<file path="src/rtl/pwm_dac_pkg.sv">
`default_nettype none
// ============================================================================
//  Module      : pwm_dac_pkg
//  Description : Shared types and helpers for the multi-channel PWM DAC.
//  Revision    : 1.0  initial release
// ============================================================================
package pwm_dac_pkg;

    // Timebase shape: sawtooth or triangle
    typedef enum logic {
        MODE_EDGE   = 1'b0,
        MODE_CENTER = 1'b1
    } mode_e;

    // Counting direction of the triangle timebase
    typedef enum logic {
        DIR_UP   = 1'b0,
        DIR_DOWN = 1'b1
    } dir_e;

    // Terminal count for a counter of the given width (all ones)
    function automatic logic [63:0] cnt_max(input int unsigned width);
        return (64'd1 << width) - 64'd1;
    endfunction

endpackage
`default_nettype wire

</file>
<file path="src/rtl/pwm_timebase.sv">
`default_nettype none
// ============================================================================
//  Module      : pwm_timebase
//  Description : Prescaler plus edge/center counter shared by all channels.
//                Latches the mode/prescale configuration at period boundaries
//                and flags the boundary and the first clock of each period.
//  Revision    : 1.0  initial release
// ============================================================================
module pwm_timebase
    import pwm_dac_pkg::*;
#(
    parameter int WIDTH      = 8,
    parameter int PRESCALE_W = 8
) (
    input  logic                  clk,
    input  logic                  rst,
    input  logic                  i_en,
    input  logic                  i_center_mode,
    input  logic [PRESCALE_W-1:0] i_prescale,
    output logic                  o_boundary,
    output logic                  o_period_start,
    output logic [WIDTH-1:0]      o_cnt
);

    localparam logic [WIDTH-1:0]      c_MAX     = WIDTH'(cnt_max(WIDTH));
    localparam logic [WIDTH-1:0]      c_ONE     = WIDTH'(1);
    localparam logic [PRESCALE_W-1:0] c_PRE_ONE = PRESCALE_W'(1);

    logic [PRESCALE_W-1:0] r_pre;
    logic [PRESCALE_W-1:0] r_presc;
    mode_e                 r_mode;
    dir_e                  r_dir;
    dir_e                  w_dir_nxt;
    logic [WIDTH-1:0]      r_cnt;
    logic [WIDTH-1:0]      w_cnt_nxt;
    logic                  r_period_start;
    logic                  w_tick;
    logic                  w_last_edge;
    logic                  w_last_center;
    logic                  w_boundary;

    // Greater-or-equal so a prescale lowered while paused cannot strand the
    // prescaler above its terminal value.
    assign w_tick        = i_en && (r_pre >= r_presc);
    assign w_last_edge   = (r_cnt == c_MAX);
    // With a 1-bit counter the triangle peak is also the last step down.
    assign w_last_center = (r_cnt == c_ONE) && ((r_dir == DIR_DOWN) || (c_MAX == c_ONE));
    assign w_boundary    = w_tick && ((r_mode == MODE_CENTER) ? w_last_center : w_last_edge);

    // Prescaler: free-runs while enabled, restarts after every tick
    always_ff @(posedge clk or negedge rst) begin
        if (!rst) begin
            r_pre <= '0;
        end else if (i_en) begin
            r_pre <= w_tick ? '0 : (r_pre + c_PRE_ONE);
        end
    end

    // Counter/direction next-state: sawtooth or triangle, restart on boundary
    always_comb begin
        w_cnt_nxt = r_cnt;
        w_dir_nxt = r_dir;
        if (w_boundary) begin
            w_cnt_nxt = '0;
            w_dir_nxt = DIR_UP;
        end else if (w_tick) begin
            if (r_mode == MODE_EDGE) begin
                w_cnt_nxt = r_cnt + c_ONE;
            end else if (r_dir == DIR_UP) begin
                if (r_cnt == c_MAX) begin
                    w_dir_nxt = DIR_DOWN;
                    w_cnt_nxt = r_cnt - c_ONE;
                end else begin
                    w_cnt_nxt = r_cnt + c_ONE;
                end
            end else begin
                w_cnt_nxt = r_cnt - c_ONE;
            end
        end
    end

    // Counter/direction state register
    always_ff @(posedge clk or negedge rst) begin
        if (!rst) begin
            r_cnt <= '0;
            r_dir <= DIR_UP;
        end else begin
            r_cnt <= w_cnt_nxt;
            r_dir <= w_dir_nxt;
        end
    end

    // Active configuration follows the inputs while stopped, else only at boundaries
    always_ff @(posedge clk or negedge rst) begin
        if (!rst) begin
            r_mode  <= MODE_EDGE;
            r_presc <= '0;
        end else if (!i_en || w_boundary) begin
            r_mode  <= mode_e'(i_center_mode);
            r_presc <= i_prescale;
        end
    end

    // Period-start pulse coincides with the first clock of cnt==0
    always_ff @(posedge clk or negedge rst) begin
        if (!rst) begin
            r_period_start <= 1'b0;
        end else begin
            r_period_start <= w_boundary;
        end
    end

    assign o_boundary     = w_boundary;
    assign o_period_start = r_period_start;
    assign o_cnt          = r_cnt;

endmodule
`default_nettype wire

</file>
<file path="src/rtl/pwm_dac_multi.sv">
`default_nettype none
// ============================================================================
//  Module      : pwm_dac_multi
//  Description : Multi-channel PWM DAC. Shared timebase, per-channel
//                double-buffered duty registers written over a valid/ready
//                port, commits at period boundaries, registered comparators.
//  Revision    : 1.0  initial release
// ============================================================================
module pwm_dac_multi
    import pwm_dac_pkg::*;
#(
    parameter int WIDTH      = 8,
    parameter int CHANNELS   = 4,
    parameter int PRESCALE_W = 8,
    parameter int CH_W       = (CHANNELS > 1) ? $clog2(CHANNELS) : 1
) (
    input  logic                  clk,
    input  logic                  rst,
    input  logic                  en,
    input  logic                  center_mode,
    input  logic [PRESCALE_W-1:0] prescale,
    input  logic                  wr_valid,
    input  logic [CH_W-1:0]       wr_ch,
    input  logic [WIDTH-1:0]      wr_duty,
    output logic                  wr_ready,
    output logic [CHANNELS-1:0]   pwm_out,
    output logic                  period_start,
    output logic [WIDTH-1:0]      cnt
);

    logic                w_boundary;
    logic [CHANNELS-1:0] w_sel;
    logic [CHANNELS-1:0] w_pend;

    pwm_timebase #(
        .WIDTH      (WIDTH),
        .PRESCALE_W (PRESCALE_W)
    ) u_timebase (
        .clk            (clk),
        .rst            (rst),
        .i_en           (en),
        .i_center_mode  (center_mode),
        .i_prescale     (prescale),
        .o_boundary     (w_boundary),
        .o_period_start (period_start),
        .o_cnt          (cnt)
    );

    // An out-of-range channel selects nothing, so it is always ready and dropped.
    assign wr_ready = ~|(w_sel & w_pend);

    for (genvar i = 0; i < CHANNELS; i++) begin : g_ch
        logic [WIDTH-1:0] r_shadow;
        logic [WIDTH-1:0] r_active;
        logic             r_pending;
        logic             r_pwm;
        logic             w_acc;

        assign w_sel[i]   = (wr_ch == CH_W'(i));
        assign w_pend[i]  = r_pending;
        assign w_acc      = wr_valid && w_sel[i] && !r_pending;
        assign pwm_out[i] = r_pwm;

        // Duty buffering: stopped or boundary-coincident writes bypass the shadow
        always_ff @(posedge clk or negedge rst) begin
            if (!rst) begin
                r_shadow  <= '0;
                r_active  <= '0;
                r_pending <= 1'b0;
            end else if (w_acc) begin
                r_shadow <= wr_duty;
                if (!en || w_boundary) begin
                    r_active  <= wr_duty;
                    r_pending <= 1'b0;
                end else begin
                    r_pending <= 1'b1;
                end
            end else if (w_boundary && r_pending) begin
                r_active  <= r_shadow;
                r_pending <= 1'b0;
            end
        end

        // Comparator: output frozen together with the timebase while stopped
        always_ff @(posedge clk or negedge rst) begin
            if (!rst) begin
                r_pwm <= 1'b0;
            end else if (en) begin
                r_pwm <= (cnt < r_active);
            end
        end
    end

endmodule
`default_nettype wire
</file>
<file path="config.mk">
export PLATFORM = sky130hd
export DESIGN_NAME = pwm_dac_multi
export DESIGN_NICKNAME = d
export VERILOG_FILES = /design/src/rtl/pwm_dac_pkg.sv /design/src/rtl/pwm_timebase.sv /design/src/rtl/pwm_dac_multi.sv
export SDC_FILE = /design/constraint.sdc
export NUM_CORES = 1
export LEC_CHECK = 0
export CAP_MARGIN = 20
export CORE_AREA = 4 4 105 107
export DETAILED_ROUTE_END_ITERATION = 8
export DIE_AREA = 0 0 109 111
export PLACE_DENSITY_LB_ADDON = 0.12
export SLEW_MARGIN = 5
export SYNTH_ARGS = -nofsm -noshare
export SYNTH_HDL_FRONTEND = slang
export SYNTH_SLANG_ARGS = --single-unit
</file>
<file path="constraint.sdc">
create_clock -name clk -period 2.18 [get_ports clk]
set_clock_uncertainty 0.05 [all_clocks]
set_input_delay 0.436 -clock clk [delete_from_list [all_inputs] [get_ports clk]]
set_output_delay 0.436 -clock clk [all_outputs]
set_load 0.01 [all_outputs]
</file>
==> impl_metrics.xml, run 1 <==
<?xml version="1.0" encoding="UTF-8"?>
<metrics>
  <group name="outcome">
    <metric name="status" unit="">finished with violations</metric>
    <metric name="failed_checks" unit="">negative setup slack</metric>
  </group>
  <group name="timing">
    <metric name="layout_setup_ws" unit="ps">-69.0</metric>
    <metric name="final_min_period_over_clock_period" unit="%">103</metric>
    <metric name="timing.fmax" unit="MHz">445</metric>
    <metric name="maxSlewViolCount" unit="">0</metric>
    <metric name="final_setup_viols" unit="">18</metric>
    <metric name="worst_margin_slew" unit="ps">472</metric>
    <metric name="fin_setup_tns" unit="ps">-651</metric>
    <metric name="grt_setup_unrepaired" unit="">yes</metric>
    <metric name="finalHoldViolations" unit="">0</metric>
    <metric name="fin_crit" unit="ps">2250</metric>
    <metric name="relSlewSlack" unit="%">68.2</metric>
  </group>
  <group name="layout">
    <metric name="antenna-diode-count" unit="">0</metric>
    <metric name="areaGrowthSynthToFinish" unit="%">27.0</metric>
    <metric name="fillCellCount" unit="">803</metric>
    <metric name="seq_area" unit="mm²">0.00248</metric>
    <metric name="most-common-layout-cells" unit="">dfrtp_1, buf_4, mux2_2</metric>
    <metric name="nets" unit="">638</metric>
    <metric name="multi_input_area" unit="mm²">0.00262</metric>
    <metric name="post_route_cells_drive_above_1_share" unit="%">31.9</metric>
    <metric name="mostFrequentLayoutCell" unit="">dfrtp_1</metric>
  </group>
  <group name="drt">
    <metric name="drt-vias-per-instance" unit="">5.32</metric>
    <metric name="drtIter0Drc" unit="">147</metric>
    <metric name="detail-route-antenna-nets" unit="">0</metric>
    <metric name="drt-wirelength-per-cell" unit="µm">16.3</metric>
    <metric name="remaining_drc_errors" unit="">0</metric>
    <metric name="drt_wl_total" unit="µm">11700</metric>
    <metric name="drt_first_pass_iters" unit="">4</metric>
    <metric name="vias" unit="">3809</metric>
  </group>
  <group name="grt">
    <metric name="grt_pass1_vias" unit="">3740</metric>
    <metric name="antenna_found_initial" unit="">0</metric>
    <metric name="total_overflow_reported_by_the_global_router" unit="">0</metric>
    <metric name="gr-usage-all-layers" unit="%">19.9</metric>
    <metric name="grt_first_pass_wirelength" unit="µm">18800</metric>
    <metric name="grt_max_degree" unit="">35</metric>
  </group>
  <group name="clock_tree">
    <metric name="clk_path_buf_depth" unit="">2</metric>
    <metric name="h_tree_lvl_count" unit="">3</metric>
    <metric name="tritoncts" unit="">built</metric>
    <metric name="clk_root_buffer_cell" unit="">clkbuf_8</metric>
    <metric name="clk_latency" unit="ps">390</metric>
    <metric name="numCtsBuffers" unit="">9</metric>
    <metric name="cts.sink_count" unit="">99</metric>
    <metric name="clock_transition_at_the_registers_of_the_reported_paths" unit="ps">100</metric>
  </group>
  <group name="floorplan">
    <metric name="width_of_the_die" unit="µm">109</metric>
    <metric name="placement_rows" unit="">37</metric>
    <metric name="initial_utilization" unit="%">51.7</metric>
    <metric name="design.die.area" unit="mm²">0.0121</metric>
    <metric name="fp.dieH" unit="µm">111</metric>
    <metric name="floorplan.io_pins" unit="">37</metric>
    <metric name="core-area" unit="mm²">0.0101</metric>
  </group>
  <group name="synthesis">
    <metric name="synth_ff_type" unit="">dfrtp_1</metric>
    <metric name="synth_top_area_share" unit="%">47.2</metric>
    <metric name="synth_area_leader_cell" unit="">dfrtp_1</metric>
    <metric name="synth.yosys.warnings" unit="">0</metric>
    <metric name="mappedNetlistArea" unit="mm²">0.00525</metric>
    <metric name="ys_ff_latch" unit="">99</metric>
    <metric name="synthTopCellsByArea" unit="">dfrtp_1, mux2_2, ha_1</metric>
    <metric name="syn_area_per_cell" unit="µm²">11.1</metric>
    <metric name="mappedNetlistNets" unit="">536</metric>
    <metric name="synth.lib_cells_used.distinct" unit="">61</metric>
    <metric name="synthCells" unit="">473</metric>
    <metric name="synth_edf_count" unit="">0</metric>
    <metric name="ys_seq_area_share" unit="%">47.2</metric>
    <metric name="proportion_of_register_bits_with_asynchronous_set_or_reset_after_synthesis" unit="%">100</metric>
  </group>
  <group name="pwr">
    <metric name="pwr_density_cell" unit="mW/mm²">1010</metric>
    <metric name="power.static_leakage" unit="µW">0.00309</metric>
    <metric name="power.ir.vdd_worst" unit="V">0.000573</metric>
  </group>
  <group name="placement">
    <metric name="gpl.final_weighted_congestion" unit="">0.818</metric>
    <metric name="port-buffer-count" unit="">36</metric>
    <metric name="dpl_worst_slack" unit="ps">-349</metric>
    <metric name="dp.final_hpwl" unit="µm">8520</metric>
  </group>
  <group name="run">
    <metric name="timing.max_cap.violations" unit="">0</metric>
  </group>
  <group name="worst_setup_path">
    <metric name="critPathLaunchType" unit="">register</metric>
    <metric name="critPathLaunch" unit="">u_timebase.r_pre[0]</metric>
    <metric name="path_class" unit="">reg2reg</metric>
    <metric name="end_kind" unit="">register</metric>
    <metric name="critical_path_peak_fanout" unit="">8</metric>
    <metric name="rr_startpoint" unit="">u_timebase.r_pre[0]</metric>
    <metric name="critPathRequiredTime" unit="ps">2400</metric>
    <metric name="crit_arrival" unit="ps">2470</metric>
  </group>
  <group name="min_path">
    <metric name="worstHoldStart" unit="">g_ch[3].r_shadow[2]</metric>
    <metric name="min_delay_path_class" unit="">reg2reg</metric>
  </group>
</metrics>
[cell type report]
cell class / count / area share [%]
Sequential cell: 99 / 37.2
Timing Repair Buffer: 112 / 15.2
Inverter: 45 / 2.54
Multi-Input combinational cell: 308 / 39.3
Clock inverter: 7 / 1.39
Clock buffer: 9 / 1.86
Tap cell: 136 / 2.55
[metrics by stage]
step / util [%] / hold slack, ps / cell area, µm² / power, µW / instances
final: 65.7 / 453 / 6660 / 6740 / 716
after global routing: 65.7 / 478 / 6660 / 7240 / 716
after CTS: 63.6 / 456 / 6450 / 6620 / 708
after detailed placement: 61.0 / 378 / 6180 / 5260 / 690
after global placement: 61.0 / 376 / 6180 / 5150 / 690
after floorplan: - / 90.4 / 5260 / 4400 / 473
[kinds of logic after synthesis]
group,synth area share [%]
adder cells (fa/ha/maj),9.54
XOR/XNOR,0.835
AND/OR/NAND/NOR,11.9
flip-flops,47.2
multiplexers,12.2
buffers and inverters,6.15
AO/OA/AOI/OAI,12.1
[power breakdown]
part | leakage (µW) | internal [µW] | total [µW] | switching (µW)
Combinational | 0.00181 | 1390 | 2670 | 1280
Clock | 0.000112 | 569 | 1310 | 738
Sequential | 0.00117 | 2500 | 2770 | 268
Total | 0.00309 | 4460 | 6740 | 2290
[synth_stat cells, types with 3 or more instances]
| cell | n |
|---|---|
| a21boi_0 | 8 |
| a21o_1 | 4 |
| a21oi_1 | 29 |
| a22o_1 | 4 |
| a31o_2 | 4 |
| buf_2 | 6 |
| buf_4 | 6 |
| buf_6 | 6 |
| clkbuf_1 | 3 |
| dfrtp_1 | 99 |
| ha_1 | 40 |
| inv_1 | 44 |
| mux2_2 | 48 |
| mux2_4 | 3 |
| nand2_1 | 21 |
| nand3_1 | 11 |
| nand4_1 | 3 |
| nor2_1 | 26 |
| nor3_1 | 30 |
| nor4_1 | 5 |
| o211ai_1 | 4 |
| o21ai_0 | 18 |
| or2_1 | 3 |
| xor2_1 | 3 |
[registers in the layout (all words and copies together), names as in the netlist]
register and count:
g_ch.r_active 32, g_ch.r_pending 4, g_ch.r_pwm 4, g_ch.r_shadow 32, u_timebase.o_cnt 8, u_timebase.o_period_start 1, u_timebase.r_dir 1, u_timebase.r_mode 1
u_timebase.r_pre 8, u_timebase.r_presc 8
[per-layer routing]
metal  wire (µm)  share of wire [%]  global-route usage [%]  vias to the layer above
li1            -                  -                       -                     1874
met4         157                1.3                    5.13                        0
met3         348                3.0                    3.73                       15
met2        5380                 46                    30.1                       52
met5           0                  0                       0                        -
met1        5790                 50                    29.3                     1868
[timing repair]
item	in CTS	in global routing
cloned	0	1
setup buffers	1	10
hold endpoints to repair	31	0
resized for setup	11	35
pin swaps	1	7
setup endpoints to repair	52	57
hold buffers	1	0
[worst paths after layout]
check                                      end  depth (start not counted)  slack, ps
min reg2reg                g_ch[3].r_shadow[2]                          1        450
min in group asynchronous     u_timebase.r_dir                          2        500
min                        g_ch[3].r_shadow[2]                          1        450
max in group asynchronous  g_ch[2].r_active[4]                          3        950
max                        g_ch[3].r_active[2]                          9        -70
max reg2reg                g_ch[3].r_active[2]                          9        -70
[critical path, cell delays in order, from the launching register on]
cell and delay (ps):
dfrtp_1 400, inv_2 80, ha_4 190, nand2b_4 140
a2111oi_4 340, nor3_2 110, o22ai_4 200, a21o_1 160
buf_12 140, mux2_2 330
Note: power is estimated with default switching activity, not from simulation.
==> run 2, diff against run 1 <==
Settings changed: ABC_CLOCK_PERIOD_IN_PS set to 2180.
==> results of run 2 <==
Final layout, timing and power as in run 1 (identical DEF).
